### src/rtl/regfile_sb.sv
// regfile_sb: register file with a load scoreboard.
//
// Purpose: 2**D registers of W bits with two combinational read ports, an
// ALU write port (0) and a load-return write port (1). A busy bit per register
// tracks outstanding loads. ALU writes to busy registers are dropped. Issuing
// a load to a register that is already busy is rejected. A load return to a
// register that is not busy is still written. Each of these three cases sets
// the sticky err flag. Register PROT_REG is a read-only all-ones constant.
//
// Ports:
//   clk, reset                 clock, asynchronous active-low reset
//   branch_en                  port A reads CMP_REG instead of r_addr_a
//   r_addr_a/b, data_out_a/b   read addresses / read data
//   busy_a/b, stall            busy bit of each effective read address, OR of both
//   we0/waddr0/wdata0          ALU write port
//   we1/waddr1/wdata1          load-return write port
//   issue_en/issue_addr        load issue (sets busy)
//   pend_cnt                   outstanding load count (popcount of busy)
//   err                        sticky hazard-violation flag
//
// Configuration: define REGFILE_BYPASS_EN to forward same-cycle write data
// (and cleared busy) to the read ports.
module regfile_sb #(
    parameter int W        = 8,
    parameter int D        = 3,
    parameter int CMP_REG  = 7,
    parameter int PROT_REG = 0
) (
    input  logic         clk,
    input  logic         reset,
    input  logic         branch_en,
    input  logic [D-1:0] r_addr_a,
    input  logic [D-1:0] r_addr_b,
    output logic [W-1:0] data_out_a,
    output logic [W-1:0] data_out_b,
    output logic         busy_a,
    output logic         busy_b,
    output logic         stall,
    input  logic         we0,
    input  logic [D-1:0] waddr0,
    input  logic [W-1:0] wdata0,
    input  logic         we1,
    input  logic [D-1:0] waddr1,
    input  logic [W-1:0] wdata1,
    input  logic         issue_en,
    input  logic [D-1:0] issue_addr,
    output logic [D:0]   pend_cnt,
    output logic         err
);

    localparam int DEPTH = 1 << D;
    localparam logic [D-1:0] PROT_A = D'(PROT_REG);
    localparam logic [D-1:0] CMP_A  = D'(CMP_REG);

    // Number of set bits in the busy vector.
    function automatic logic [D:0] popcount(input logic [DEPTH-1:0] v);
        logic [D:0] c;
        c = {(D+1){1'b0}};
        for (int i = 0; i < DEPTH; i++) begin
            c = c + {{D{1'b0}}, v[i]};
        end
        return c;
    endfunction

    logic [W-1:0]     regs_q [DEPTH];
    logic [W-1:0]     regs_d [DEPTH];
    logic [DEPTH-1:0] busy_q, busy_d;
    logic [D:0]       pend_q, pend_d;
    logic             err_q, err_d;

    logic [D-1:0] ea_s;
    logic         w0_acc_s, w1_acc_s, collide_s, clr_issue_s, issue_ok_s;
    logic         w0_haz_s, w1_spur_s, issue_haz_s;

    // Write acceptance, scoreboard decisions and hazard detection.
    always_comb begin
        ea_s        = branch_en ? CMP_A : r_addr_a;
        // Both write ports on one address: port 1 wins and neither flags err.
        collide_s   = we0 && we1 && (waddr0 == waddr1);
        w1_acc_s    = we1 && (waddr1 != PROT_A);
        w0_acc_s    = we0 && (waddr0 != PROT_A) && !busy_q[waddr0] && !collide_s;
        w0_haz_s    = we0 && (waddr0 != PROT_A) && busy_q[waddr0] && !collide_s;
        w1_spur_s   = w1_acc_s && !busy_q[waddr1] && !collide_s;
        // A load returning this cycle frees the slot for a new issue.
        clr_issue_s = w1_acc_s && (waddr1 == issue_addr);
        issue_ok_s  = issue_en && (issue_addr != PROT_A)
                      && (!busy_q[issue_addr] || clr_issue_s);
        issue_haz_s = issue_en && (issue_addr != PROT_A)
                      && busy_q[issue_addr] && !clr_issue_s;
    end

    // Next-state for registers, busy vector, pending count and err.
    always_comb begin
        regs_d = regs_q;
        busy_d = busy_q;
        if (w0_acc_s) begin
            regs_d[waddr0] = wdata0;
        end else begin
            regs_d[waddr0] = regs_q[waddr0];
        end
        if (w1_acc_s) begin
            regs_d[waddr1] = wdata1;
            busy_d[waddr1] = 1'b0;
        end else begin
            busy_d = busy_d;
        end
        // Issue is applied after the clear so a new load supersedes a return.
        if (issue_ok_s) begin
            busy_d[issue_addr] = 1'b1;
        end else begin
            busy_d = busy_d;
        end
        pend_d = popcount(busy_d);
        err_d  = err_q | w0_haz_s | w1_spur_s | issue_haz_s;
    end

    // State registers with asynchronous active-low reset.
    always_ff @(posedge clk or negedge reset) begin
        if (!reset) begin
            for (int i = 0; i < DEPTH; i++) begin
                regs_q[i] <= (i == PROT_REG) ? {W{1'b1}} : {W{1'b0}};
            end
            busy_q <= {DEPTH{1'b0}};
            pend_q <= {(D+1){1'b0}};
            err_q  <= 1'b0;
        end else begin
            regs_q <= regs_d;
            busy_q <= busy_d;
            pend_q <= pend_d;
            err_q  <= err_d;
        end
    end

    // Combinational read ports, optionally bypassing same-cycle writes.
    always_comb begin
`ifdef REGFILE_BYPASS_EN
        if (w1_acc_s && (waddr1 == ea_s)) begin
            data_out_a = wdata1;
            busy_a     = 1'b0;
        end else if (w0_acc_s && (waddr0 == ea_s)) begin
            data_out_a = wdata0;
            busy_a     = busy_q[ea_s];
        end else begin
            data_out_a = regs_q[ea_s];
            busy_a     = busy_q[ea_s];
        end
        if (w1_acc_s && (waddr1 == r_addr_b)) begin
            data_out_b = wdata1;
            busy_b     = 1'b0;
        end else if (w0_acc_s && (waddr0 == r_addr_b)) begin
            data_out_b = wdata0;
            busy_b     = busy_q[r_addr_b];
        end else begin
            data_out_b = regs_q[r_addr_b];
            busy_b     = busy_q[r_addr_b];
        end
`else
        data_out_a = regs_q[ea_s];
        busy_a     = busy_q[ea_s];
        data_out_b = regs_q[r_addr_b];
        busy_b     = busy_q[r_addr_b];
`endif
        stall = busy_a | busy_b;
    end

    assign pend_cnt = pend_q;
    assign err      = err_q;

endmodule

### config.mk
export PLATFORM = sky130hd
export DESIGN_NAME = regfile_sb
export DESIGN_NICKNAME = d
export VERILOG_FILES = /design/src/rtl/regfile_sb.sv
export SDC_FILE = /design/constraint.sdc
export NUM_CORES = 1
export LEC_CHECK = 0
export CAP_MARGIN = 5
export CELL_PAD_IN_SITES_DETAIL_PLACEMENT = 0
export CELL_PAD_IN_SITES_GLOBAL_PLACEMENT = 1
export CORE_MARGIN = 5
export CORE_UTILIZATION = 30
export CTS_CLUSTER_DIAMETER = 40
export DETAILED_ROUTE_END_ITERATION = 6
export PLACE_DENSITY_LB_ADDON = 0.12
export SYNTH_ARGS = -nofsm -noshare
export SYNTH_HDL_FRONTEND = slang
export SYNTH_SLANG_ARGS = --single-unit
### constraint.sdc
create_clock -name clk -period 4.7 [get_ports clk]
set_input_delay 0.94 -clock clk [delete_from_list [all_inputs] [get_ports clk]]
set_output_delay 0.94 -clock clk [all_outputs]
set_load 0.05 [all_outputs]
==> metrics.cfg <==
[global_routing]
groute.usage.overall_pct = 19.93
met3_usage_pct = 3.085
grt_max_degree = 78
grt_pass1_wl_um = 32450
grt_use_met2_pct = 31.84
use_met1_pct = 27.99
busiest_layer = met2
antenna_found_initial = 0
grt_pass1_vias = 4960
grt_overflow = 0

[routing]
antenna_left = 0
drc = 0
vias_per_cell = 6.152
finalWirelength_um = 21400
first_iter_violations = 515
vias = 4817
post_drt_wl_per_cell_um = 27.33
dr.pass1.iters = 5

[power_and_ir_drop]
leakagePower_nw = 2.637
p_per_area_nw_per_um2 = 449.9
peakVddDrop_v = 0.0001859

[timing]
finalHoldViolCount = 0
min_period_over_period_pct = 95.37
worst_pin_slew_ps = 1161
fmax_mhz = 223.1
setup_viol = 0
post-route-worst-setup-slack_ps = 217.5
finalCriticalPeriod_ps = 4482
hold-worst-slack_ps = 381.2
tns_ps = 0
grt_setup_unrepaired = false
fin_skew_ps = 12.66
relSlewSlack_pct = 22.28
slew_violations = 0

[die]
rows = 50
dieArea_um2 = 21630
die_h_um = 147.1
core_um2 = 18580
start_util_pct = 30.33
io_pins = 61
die_width_um = 147.1

[synthesis]
synth_fp_nets = 532
ys_types = 52
ys_ff_latch = 77
ys_warn_count = 0
ys.flop_type = dfrtp_1
postSynthAreaPerCell_um2 = 11.55
synth_area_leaders = dfrtp_1, mux4_2, o31ai_1
synth_top_area_share_pct = 30.64
synthCells = 488
yosysTopAreaCell = dfrtp_1
syn_area_um2 = 5635
yosysSeqAreaShare_pct = 34.37
synth-edff-count = 0
async_flop_share_pct = 100.0

[placed_design]
placed_area_um2 = 6621
io_buffers = 60
gp_congestion = 0.8295
post-place-ws_ps = -167.9
dpl.hpwl_um = 14300

[final_layout]
syn2layout_area_growth_pct = 22.74
final_nets = 588
stdcell_area_um2 = 6917
drive_gt1_share_pct = 31.51
n_antenna_cell = 0

[worst_setup_path]
path_class = input port to flop
worstSetupStartpointType = input port
crit_fanout = 5
arrival_ps = 4710
end_kind = flop
required_ps = 4930

[clock_network]
clock_sinks = 77
clock_path_buffers = 2
cts_resized = 0
numCtsBuffers = 9
postCtsSetupRepairBufs = 0
clkTransAtPathRegs_ps = 60
worst_skew_pair.late_latency_ps = 350
clockRootBuffer = clkbuf_16
h-tree-depth = 3
cts_tree = yes
cts.hold.buffers_added = 0

[run_status]
outcome = complete, no violations

[job]
drv_cap = 0

[hold_path]
min-delay-path-class = flop to flop

==> logic make-up after synthesis <==
| group | count (synthesis) | share of synthesized area [%] |
|---|---|---|
| simple gates | 84 | 10.37 |
| mux | 75 | 25.02 |
| buf+inv | 69 | 5.018 |
| compound gates | 169 | 22.05 |
| xor+xnor | 7 | 1.088 |
| fa+ha+maj | 7 | 2.087 |
| flops | 77 | 34.37 |
==> metrics by stage <==
step / std cells / util (%) / power, W
final: 783 / 37.23 / 0.003112
after global routing: 783 / 37.23 / 0.003271
after CTS: 783 / 37.23 / 0.003126
after detailed placement: 767 / 35.64 / 0.002402
after global placement: 767 / 35.64 / 0.002388
after floorplan: 488 / - / 0.001923
==> layout make-up <==
type | count | area, um^2
clock inverters | 4 | 48.80
multi-input cells | 342 | 3428
fillers | 1798 | 11660
repair buffers | 96 | 895.9
inverters | 18 | 67.56
well taps | 234 | 292.8
flip-flops and latches | 77 | 1937
clock buffers | 12 | 246.5
==> flip-flops by register name (all words and copies together), names as in the netlist <==
name and count:
regs_q 64, busy_q 8, pend_cnt 4, err 1
==> cell usage after synthesis, drive strengths merged, types with 2 or more instances <==
cell,count
nor2b,4
buf,21
a31oi,10
xor2,3
o22ai,9
nand3,8
o21ba,2
nand2b,11
mux2,21
nor2,9
nor4bb,3
inv,18
nor4,9
o21a,2
dfrtp,69
nor3b,3
o21ai,21
and4b,3
a22oi,56
fa,4
xnor2,4
and3b,2
mux4,50
o31a,3
nand3b,3
nand2,20
or2,2
mux2i,4
ha,3
nand4,4
o31ai,58
dfstp,8
clkbuf,30
==> per-layer routing <==
layer / wire [um] / share of wire (%)
met5: 0 / 0
met4: 510 / 2.4
met3: 1285 / 6.0
met1: 9467 / 44
met2: 10130 / 47
==> layout by cell type, fill, tap and decap left out, types with 5 or more instances in the layout <==
master and count:
o22ai_1 9, o21ai_0 21, mux4_2 50, buf_4 50, buf_12 6, clkbuf_16 9, nand2_1 20, mux2_2 20
nor2_1 8, dfstp_2 8, a31oi_1 5, a31oi_2 5, nand2b_1 11, dfrtp_1 69, nor4_4 5, clkdlybuf4s50_1 40
inv_1 18, o31ai_1 57, a22oi_1 56, nand3_1 8
==> power breakdown <==
group	leakage (nW)	internal (W)	switching [W]
logic	1.55	0.000623	0.000741
registers	0.945	0.000829	0.000196
clock network	0.147	0.000426	0.000297
total	2.64	0.00188	0.00123
==> final timing paths <==
check / endpoint / start / cells past startpoint / slack (ps)
worst max-delay path: pend_cnt[2] / issue_addr[0] / 14 / 220
worst min-delay path: regs_q[62] / regs_q[62] / 0 / 380
worst max register to register: pend_cnt[2] / busy_q[2] / 13 / 850
worst min register to register: regs_q[62] / regs_q[62] / 0 / 380
max in group asynchronous: regs_q[54] / reset / 1 / 3220
min in group asynchronous: regs_q[50] / reset / 1 / 770
==> worst max-delay path, cell delays in order <==
cell             delay [ps]
clkdlybuf4s50_1         500
mux4_2                  520
a21o_1                  220
o21a_1                  210
fa_1                    500
inv_1                    50
fa_1                    470
inv_1                    40
fa_1                    420
inv_1                    60
ha_1                    160
inv_1                    60
fa_1                    430
xnor2_1                 130
No activity file was read; power rests on OpenSTA's default activity.
